--- src/rtl/arduino_uart_tx_buffer.sv ---
// 8N1 UART transmitter with a small valid/ready FIFO in front of it.
// Words are queued, popped one at a time in IDLE, and shifted out LSB-first.
module arduino_uart_tx_buffer #(
   parameter int CLKS_PER_BIT = 434,
   parameter int DATA_BITS    = 8,
   parameter int FIFO_DEPTH   = 4
) (
   input  logic                                 clk_50,
   input  logic                                 reset,
   input  logic [DATA_BITS-1:0]                 tx_data,
   input  logic                                 tx_valid,
   output logic                                 tx_ready,
   output logic                                 arduino_output,
   output logic                                 busy,
   output logic [$clog2(FIFO_DEPTH+1)-1:0]      fifo_count
);

   localparam int CW = $clog2(FIFO_DEPTH + 1);
   localparam int PW = $clog2(FIFO_DEPTH);
   localparam int KW = $clog2(CLKS_PER_BIT);
   localparam int BW = (DATA_BITS > 1) ? $clog2(DATA_BITS) : 1;

   localparam logic [1:0] S_IDLE  = 2'd0;
   localparam logic [1:0] S_START = 2'd1;
   localparam logic [1:0] S_DATA  = 2'd2;
   localparam logic [1:0] S_STOP  = 2'd3;

   logic [DATA_BITS-1:0] mem_q [FIFO_DEPTH];
   logic [PW-1:0]        wr_ptr_q, wr_ptr_d;
   logic [PW-1:0]        rd_ptr_q, rd_ptr_d;
   logic [CW-1:0]        count_q, count_d;

   logic [1:0]           state_q, state_d;
   logic [KW-1:0]        clk_cnt_q, clk_cnt_d;
   logic [BW-1:0]        bit_idx_q, bit_idx_d;
   logic [DATA_BITS-1:0] shift_q;
   logic                 line_q, line_d;

   logic                 push;
   logic                 pop;
   logic                 shift_en;
   logic                 bit_done;

   // Ready comes only from the registered count, never from tx_valid.
   assign tx_ready       = (count_q != CW'(FIFO_DEPTH));
   assign push           = tx_valid && tx_ready;
   assign bit_done       = (clk_cnt_q == KW'(CLKS_PER_BIT - 1));
   assign arduino_output = line_q;
   assign busy           = (state_q != S_IDLE);
   assign fifo_count     = count_q;

   always_comb begin
      wr_ptr_d = wr_ptr_q;
      rd_ptr_d = rd_ptr_q;
      count_d  = count_q;
      if (push) begin
         wr_ptr_d = wr_ptr_q + PW'(1);
      end
      if (pop) begin
         rd_ptr_d = rd_ptr_q + PW'(1);
      end
      case ({push, pop})
         2'b10:   count_d = count_q + CW'(1);
         2'b01:   count_d = count_q - CW'(1);
         default: count_d = count_q;
      endcase
   end

   // The line value is derived from the current state and registered,
   // so it lags the state by one cycle and never glitches.
   always_comb begin
      state_d   = state_q;
      clk_cnt_d = clk_cnt_q;
      bit_idx_d = bit_idx_q;
      line_d    = 1'b1;
      pop       = 1'b0;
      shift_en  = 1'b0;
      case (state_q)
         S_IDLE: begin
            if (count_q != '0) begin
               pop       = 1'b1;
               state_d   = S_START;
               clk_cnt_d = '0;
            end
         end
         S_START: begin
            line_d = 1'b0;
            if (bit_done) begin
               clk_cnt_d = '0;
               bit_idx_d = '0;
               state_d   = S_DATA;
            end else begin
               clk_cnt_d = clk_cnt_q + KW'(1);
            end
         end
         S_DATA: begin
            line_d = shift_q[0];
            if (bit_done) begin
               clk_cnt_d = '0;
               shift_en  = 1'b1;
               if (bit_idx_q == BW'(DATA_BITS - 1)) begin
                  state_d = S_STOP;
               end else begin
                  bit_idx_d = bit_idx_q + BW'(1);
               end
            end else begin
               clk_cnt_d = clk_cnt_q + KW'(1);
            end
         end
         S_STOP: begin
            line_d = 1'b1;
            if (bit_done) begin
               clk_cnt_d = '0;
               state_d   = S_IDLE;
            end else begin
               clk_cnt_d = clk_cnt_q + KW'(1);
            end
         end
         default: begin
            state_d   = S_IDLE;
            clk_cnt_d = '0;
            line_d    = 1'b1;
         end
      endcase
   end

   always_ff @(posedge clk_50) begin
      if (reset) begin
         state_q   <= S_IDLE;
         clk_cnt_q <= '0;
         bit_idx_q <= '0;
         line_q    <= 1'b1;
         wr_ptr_q  <= '0;
         rd_ptr_q  <= '0;
         count_q   <= '0;
      end else begin
         state_q   <= state_d;
         clk_cnt_q <= clk_cnt_d;
         bit_idx_q <= bit_idx_d;
         line_q    <= line_d;
         wr_ptr_q  <= wr_ptr_d;
         rd_ptr_q  <= rd_ptr_d;
         count_q   <= count_d;
      end
   end

   // Storage and the shift register carry no reset; stale contents are
   // unreachable once the pointers and count are cleared.
   always_ff @(posedge clk_50) begin
      if (push) begin
         mem_q[wr_ptr_q] <= tx_data;
      end
      if (pop) begin
         shift_q <= mem_q[rd_ptr_q];
      end else if (shift_en) begin
         shift_q <= shift_q >> 1;
      end
   end

endmodule

--- config.mk ---
export PLATFORM = sky130hd
export DESIGN_NAME = arduino_uart_tx_buffer
export DESIGN_NICKNAME = d
export VERILOG_FILES = /design/src/rtl/arduino_uart_tx_buffer.sv
export SDC_FILE = /design/constraint.sdc
export NUM_CORES = 1
export LEC_CHECK = 0
export CORE_MARGIN = 2
export CORE_UTILIZATION = 43
export DETAILED_ROUTE_END_ITERATION = 10
export SLEW_MARGIN = 20
export SYNTH_ARGS = -nofsm -noshare
export SYNTH_HDL_FRONTEND = slang
export SYNTH_SLANG_ARGS = --single-unit
--- constraint.sdc ---
create_clock -name clk_50 -period 4.1 [get_ports clk_50]
set_input_delay 0.41 -clock clk_50 [delete_from_list [all_inputs] [get_ports clk_50]]
set_output_delay 0.41 -clock clk_50 [all_outputs]
set_load 0.005 [all_outputs]
==> results of run 1 <==
## flip-flops by register name, indices dropped and copies added (netlist names), named ones only
name	count
state_q	2
bit_idx_q	3
shift_q	8
wr_ptr_q	2
fifo_count	3
arduino_output	1
clk_cnt_q	9
mem_q	32
rd_ptr_q	2
## cells by family after synthesis
logic type,Yosys count,share of synthesized area
AO/OA/AOI/OAI,29,0.0778
buffers and inverters,20,0.0271
AND/OR/NAND/NOR,75,0.148
XOR/XNOR,6,0.0184
multiplexers,11,0.0734
adder cells (fa/ha/maj),15,0.0682
flip-flops,64,0.587
## where the power goes
| group | switching (W) | internal (W) |
|---|---|---|
| Combinational | 0.000332 | 0.000309 |
| Sequential | 0.000114 | 0.000851 |
| Clock | 0.000258 | 0.000285 |
| Total | 0.000704 | 0.00145 |
## worst max-delay path, cell delays in order (launching register included)
cell and delay (ns):
dfxtp_1 0.33, inv_1 0.13, ha_1 0.36, o31ai_4 0.18, inv_2 0.20, ha_1 0.21
inv_1 0.06, fa_1 0.37, xor2_1 0.15, or3_1 0.30, a21oi_1 0.14
## path summary, 6_finish.rpt
| kind | from | to | slack (ns) |
|---|---|---|---|
| setup / recovery | state_q[0] | fifo_count[2] | 1.59 |
| hold / removal | clk_cnt_q[8] | clk_cnt_q[8] | 0.47 |
| setup reg to reg | state_q[0] | fifo_count[2] | 1.59 |
| hold reg to reg | clk_cnt_q[8] | clk_cnt_q[8] | 0.47 |
## area by class of cell
type / count / area [sq um]
timing repair buffer: 16 / 160
inverter: 14 / 52.6
clock inverter: 7 / 78.8
clock buffer: 9 / 124
multi-input combinational: 136 / 1100
sequential: 64 / 1680
fill: 539 / 3090
tap: 77 / 96.3
## metrics by stage
stage	util	setup slack [ns]	hold WS (ns)	instances
floorplan	-	1.70	0.432	220
global placement	0.485	1.62	0.460	307
detailed placement	0.485	1.56	0.460	307
CTS	0.516	1.56	0.470	323
global route	0.516	1.33	0.496	323
finish	0.516	1.59	0.466	323
## cell usage after synthesis, types with 2 or more instances
library cell and number:
edfxtp_1 40, nand2_1 31, dfxtp_1 24, ha_1 14, a21oi_1 12, inv_1 12, nor2_1 9, mux4_2 8
nand2b_1 8, and3_1 6, nand3_1 4, a31oi_1 3, mux2i_1 3, xnor2_1 3, xor2_1 3, a32oi_1 2
buf_1 2, buf_2 2, clkbuf_1 2, inv_2 2, nand3b_1 2, nor2b_1 2
## layer usage
layer	vias to the layer above	track usage
met1	804	0.190
met2	26	0.222
met4	0	0.0779
met5	-	0
met3	9	0.0366
li1	837	-
==> flow_metrics.py, run 1 <==
metrics = {
    "outcome": {
        "status": "completed",
    },
    "setup_path": {
        "end_kind": "register",
        "startpoint_type": "register",
        "critical_path.max_fanout": 11,
        "worstPathArrival_ns": 2.76,
        "worstSetupPathType": "register to register",
        "r2r_cells": 10,
        "cp.required_ns": 4.35,
    },
    "synthesis": {
        "synthTopCellsByArea": "edfxtp_1 (42%), dfxtp_1 (17%), mux4_2 (6.3%)",
        "async_flop_share": 0,
        "synth_seq_cells": 64,
        "synth_edf_count": 40,
        "synth_cell_types": 48,
        "synthCells": 220,
        "synth_ff_type": "edfxtp_1",
        "postSynthAreaPerCell_sq_um": 13.0,
        "synth_top_area_share": 0.419,
        "syn-num-nets": 246,
        "yosysSeqAreaShare": 0.587,
        "yosysTopAreaCell": "edfxtp_1",
        "netlist_area_sq_mm": 0.00286,
        "synth_warnings": 0,
    },
    "power": {
        "worst_ir_drop_vdd_uv": 334,
        "p_leak_nw": 1.19,
        "p_total_w": 0.00215,
        "powerDensity_mw_per_mm2": 652,
    },
    "place": {
        "detailed_place_hpwl_um": 3250,
        "placed_area_sq_mm": 0.00310,
        "io_buffers": 16,
        "gp_routability_congestion": 0.806,
    },
    "sta": {
        "slew_headroom": 0.404,
        "layout_min_cycle_time_ns": 2.51,
        "worst_slew_pin_slew_ns": 0.892,
        "slew_violations": 0,
        "rsz0062_at_grt": "false",
        "finalSetupTns_ns": 0,
        "setup_viol": 0,
        "hold_viol_final": 0,
        "fmax_mhz": 398,
        "fin_crit_sh": 0.613,
        "finClkSkew_ns": 0.00541,
    },
    "drt": {
        "drt-initial-drc-count": 56,
        "postRouteAntennaNets": 0,
        "finalWirelength_um": 4680,
        "top_layer_used": "met4",
        "routedWlPerCell_um": 14.5,
        "dr.pass1.iters": 4,
        "wl_met3_um": 169,
        "vias_per_cell": 5.19,
        "routed-wl-met2_um": 2180,
        "m1WireLength_um": 2240,
        "route.detailed.drc": 0,
        "num_vias": 1676,
    },
    "clock_tree": {
        "cts_setup_buffers": 0,
        "cts_max_level": 3,
        "cts_buffers": 9,
        "cts_resized": 0,
        "cts_buffer_depth": 2,
        "clk_latency_ns": 0.34,
        "cts_tree": "yes",
        "cts-root-buf": "clkbuf_8",
        "hold_buffers": 0,
        "clkSinkCount": 64,
        "clk_pin_slew_ns": 0.07,
    },
    "floorplan": {
        "die_h_um": 85.6,
        "start_util": 0.448,
        "io_pins": 17,
        "rows": 29,
        "die_w_um": 85.6,
        "die_area_sq_mm": 0.00733,
        "coreArea_sq_mm": 0.00639,
    },
    "layout": {
        "final_cell_mix": "edfxtp_1 (40), nand2_1 (31), dfxtp_1 (24)",
        "fin_area_sq_mm": 0.00330,
        "area_delta_synth_final_pct": 15.2,
        "nNetsFinal": 267,
        "final_layout_size_suffix_gt1_frac": 0.163,
        "diodes": 0,
        "final_common_cell": "edfxtp_1",
    },
    "flow_run": {
        "cap_violations": 0,
    },
    "grt": {
        "grtUsageTotal": 0.145,
        "grt_start_max_net_pins": 23,
        "grt_pass1_wl_um": 7990,
        "gr-total-overflow": 0,
        "antenna_found_initial": 0,
        "grt_pass1_vias": 1637,
    },
    "worst_hold_path": {
        "min_path_type": "register to register",
        "hold_depth": 1,
    },
}
No activity file was read; power rests on OpenSTA's default activity.
==> run 2, diff against run 1 <==
==> constraint.sdc (replaced) <==
create_clock -name clk_50 -period 2.49 [get_ports clk_50]
set_input_delay 0.249 -clock clk_50 [delete_from_list [all_inputs] [get_ports clk_50]]
set_output_delay 0.249 -clock clk_50 [all_outputs]
set_load 0.005 [all_outputs]
==> run 2 against run 1 <==
Net effect: sequential power increased by 60%; sequential share of layout area decreased by 0.99 points; die area unchanged; critical path depth decreased by 1; count of clock-buffer cells in the layout increased by 2; first-iteration DRC count increased by 1.8%; clock skew increased by 0.0064 ns; fmax increased by 11%; clock power increased by 81%; register-to-register slack got worse by 1.4 ns; via count increased by 0.24%; combinational power increased by 79%; highest routed layer unchanged.
==> flow_metrics.py, run 2 (synthesis results as in run 1) <==
metrics = {
    "setup_path": {
        "worstSetupPathType": "register to register",
        "path_delay_family": "simple AND/OR/NAND/NOR gates",
        "startpoint_type": "register",
        "path_cells": "or3b_4 -> and2_4 -> inv_2 -> ha_1 -> inv_1 -> fa_1 -> xor2_1 -> or3_1 -> a21oi_1",
        "critical_path.max_fanout": 6,
        "slowest_delay_ns": 0.42,
        "end_kind": "register",
        "crit_slowest_cell": "or3b_4",
        "cp.required_ns": 2.74,
        "worstPathArrival_ns": 2.51,
        "cp_num_buf_inv": 2,
    },
    "sta": {
        "setup_viol": 0,
        "layout_min_cycle_time_ns": 2.26,
        "slew_headroom": 0.625,
        "slew_violations": 0,
        "fmax_mhz": 442,
        "rsz0062_at_grt": "false",
        "finClkSkew_ns": 0.0118,
        "finalSetupTns_ns": 0,
        "fin_crit_sh": 0.908,
        "worst_slew_pin_slew_ns": 0.562,
        "hold_viol_final": 0,
    },
    "clock_tree": {
        "cts_setup_buffers": 0,
        "cts_buffer_depth": 2,
        "clk_pin_slew_ns": 0.07,
        "hold_buffers": 0,
        "clk_latency_ns": 0.33,
        "cts_resized": 0,
        "cts_tree": "yes",
        "cts_max_level": 3,
        "cts-root-buf": "clkbuf_8",
        "clkSinkCount": 64,
        "cts_buffers": 9,
    },
    "layout": {
        "diodes": 0,
        "final_common_cell": "edfxtp_1",
        "final_cell_mix": "edfxtp_1 (40), nand2_1 (31), dfxtp_1 (24)",
        "fill_cells": 566,
        "nNetsFinal": 273,
        "regMostFlops": "mem_q",
        "reg_top3": "mem_q (32), clk_cnt_q (9), shift_q (8)",
        "largest_reg_flops": 32,
        "final_layout_size_suffix_gt1_frac": 0.179,
        "area_delta_synth_final_pct": 17.4,
    },
    "place": {
        "io_buffers": 16,
        "gp_routability_congestion": 0.716,
        "detailed_place_hpwl_um": 3390,
    },
    "drt": {
        "vias_per_cell": 5.11,
        "dr.pass1.iters": 4,
        "finalWirelength_um": 4820,
        "postRouteAntennaNets": 0,
        "num_vias": 1680,
        "drt-initial-drc-count": 57,
        "route.detailed.drc": 0,
        "routedWlPerCell_um": 14.6,
    },
    "grt": {
        "antenna_found_initial": 0,
        "gr-total-overflow": 0,
        "grt_pass1_vias": 1688,
        "grt_pass1_wl_um": 8170,
        "grt_start_max_net_pins": 13,
        "grtUsageTotal": 0.148,
    },
    "floorplan": {
        "die_area_sq_mm": 0.00733,
        "die_h_um": 85.6,
        "die_w_um": 85.6,
        "coreArea_sq_mm": 0.00639,
        "io_pins": 17,
        "start_util": 0.448,
        "rows": 29,
    },
    "power": {
        "worst_ir_drop_vdd_uv": 559,
        "powerDensity_mw_per_mm2": 1090,
        "p_total_w": 0.00368,
        "p_leak_nw": 1.24,
    },
    "flow_run": {
        "cap_violations": 0,
    },
    "outcome": {
        "status": "completed",
    },
    "worst_hold_path": {
        "min_path_type": "register to register",
    },
}
-- run 2: cell types whose count changed in the layout (fill, tap and decap cells not counted), sizes merged --
| cell | delta |
|---|---|
| clkinv | +1 |
| inv | -2 |
| clkbuf | +2 |
| clkinvlp | -2 |
| buf | +6 |
| bufinv | +1 |
-- run 2: per-stage QoR --
stage / utilization / cells / hold slack (ns) / cell area [sq um] / setup WS, ns
after global placement: 0.492 / 313 / 0.459 / 3140 / 0.278
after floorplan: - / 220 / 0.348 / 2860 / 0.0910
after CTS: 0.527 / 329 / 0.480 / 3360 / 0.219
final: 0.527 / 329 / 0.475 / 3360 / 0.229
after global routing: 0.527 / 329 / 0.512 / 3360 / 0.0574
after detailed placement: 0.492 / 313 / 0.464 / 3140 / 0.248
-- run 2: area by class of cell --
type                    count  area (sq um)  area share
inverters                  14          52.6      0.0156
multi-input cells         136          1100       0.328
flip-flops and latches     64          1680       0.500
clock inverters             5          81.3      0.0242
clock buffers              11           141      0.0420
well taps                  77          96.3      0.0286
repair buffers             22           205      0.0610
-- run 2: final timing paths --
check	start	endpoint	slack [ns]	cells past startpoint
max	fifo_count[0]	fifo_count[2]	0.23	9
max reg2reg	fifo_count[0]	fifo_count[2]	0.23	9
min	clk_cnt_q[8]	clk_cnt_q[8]	0.48	1
min reg2reg	clk_cnt_q[8]	clk_cnt_q[8]	0.48	1
-- run 2: power breakdown --
part           switching, W  internal [W]  total, W
Clock              0.000394      0.000591  0.000985
Combinational      0.000596      0.000555   0.00115
Sequential         0.000143       0.00140   0.00154
Total               0.00113       0.00255   0.00368
-- run 2: metal layers --
layer | GRT usage | up-vias | part of all wire
li1 | - | 854 | -
met1 | 0.206 | 794 | 0.50
met2 | 0.215 | 25 | 0.45
met3 | 0.0404 | 7 | 0.029
met4 | 0.0693 | 0 | 0.020
met5 | 0 | - | 0
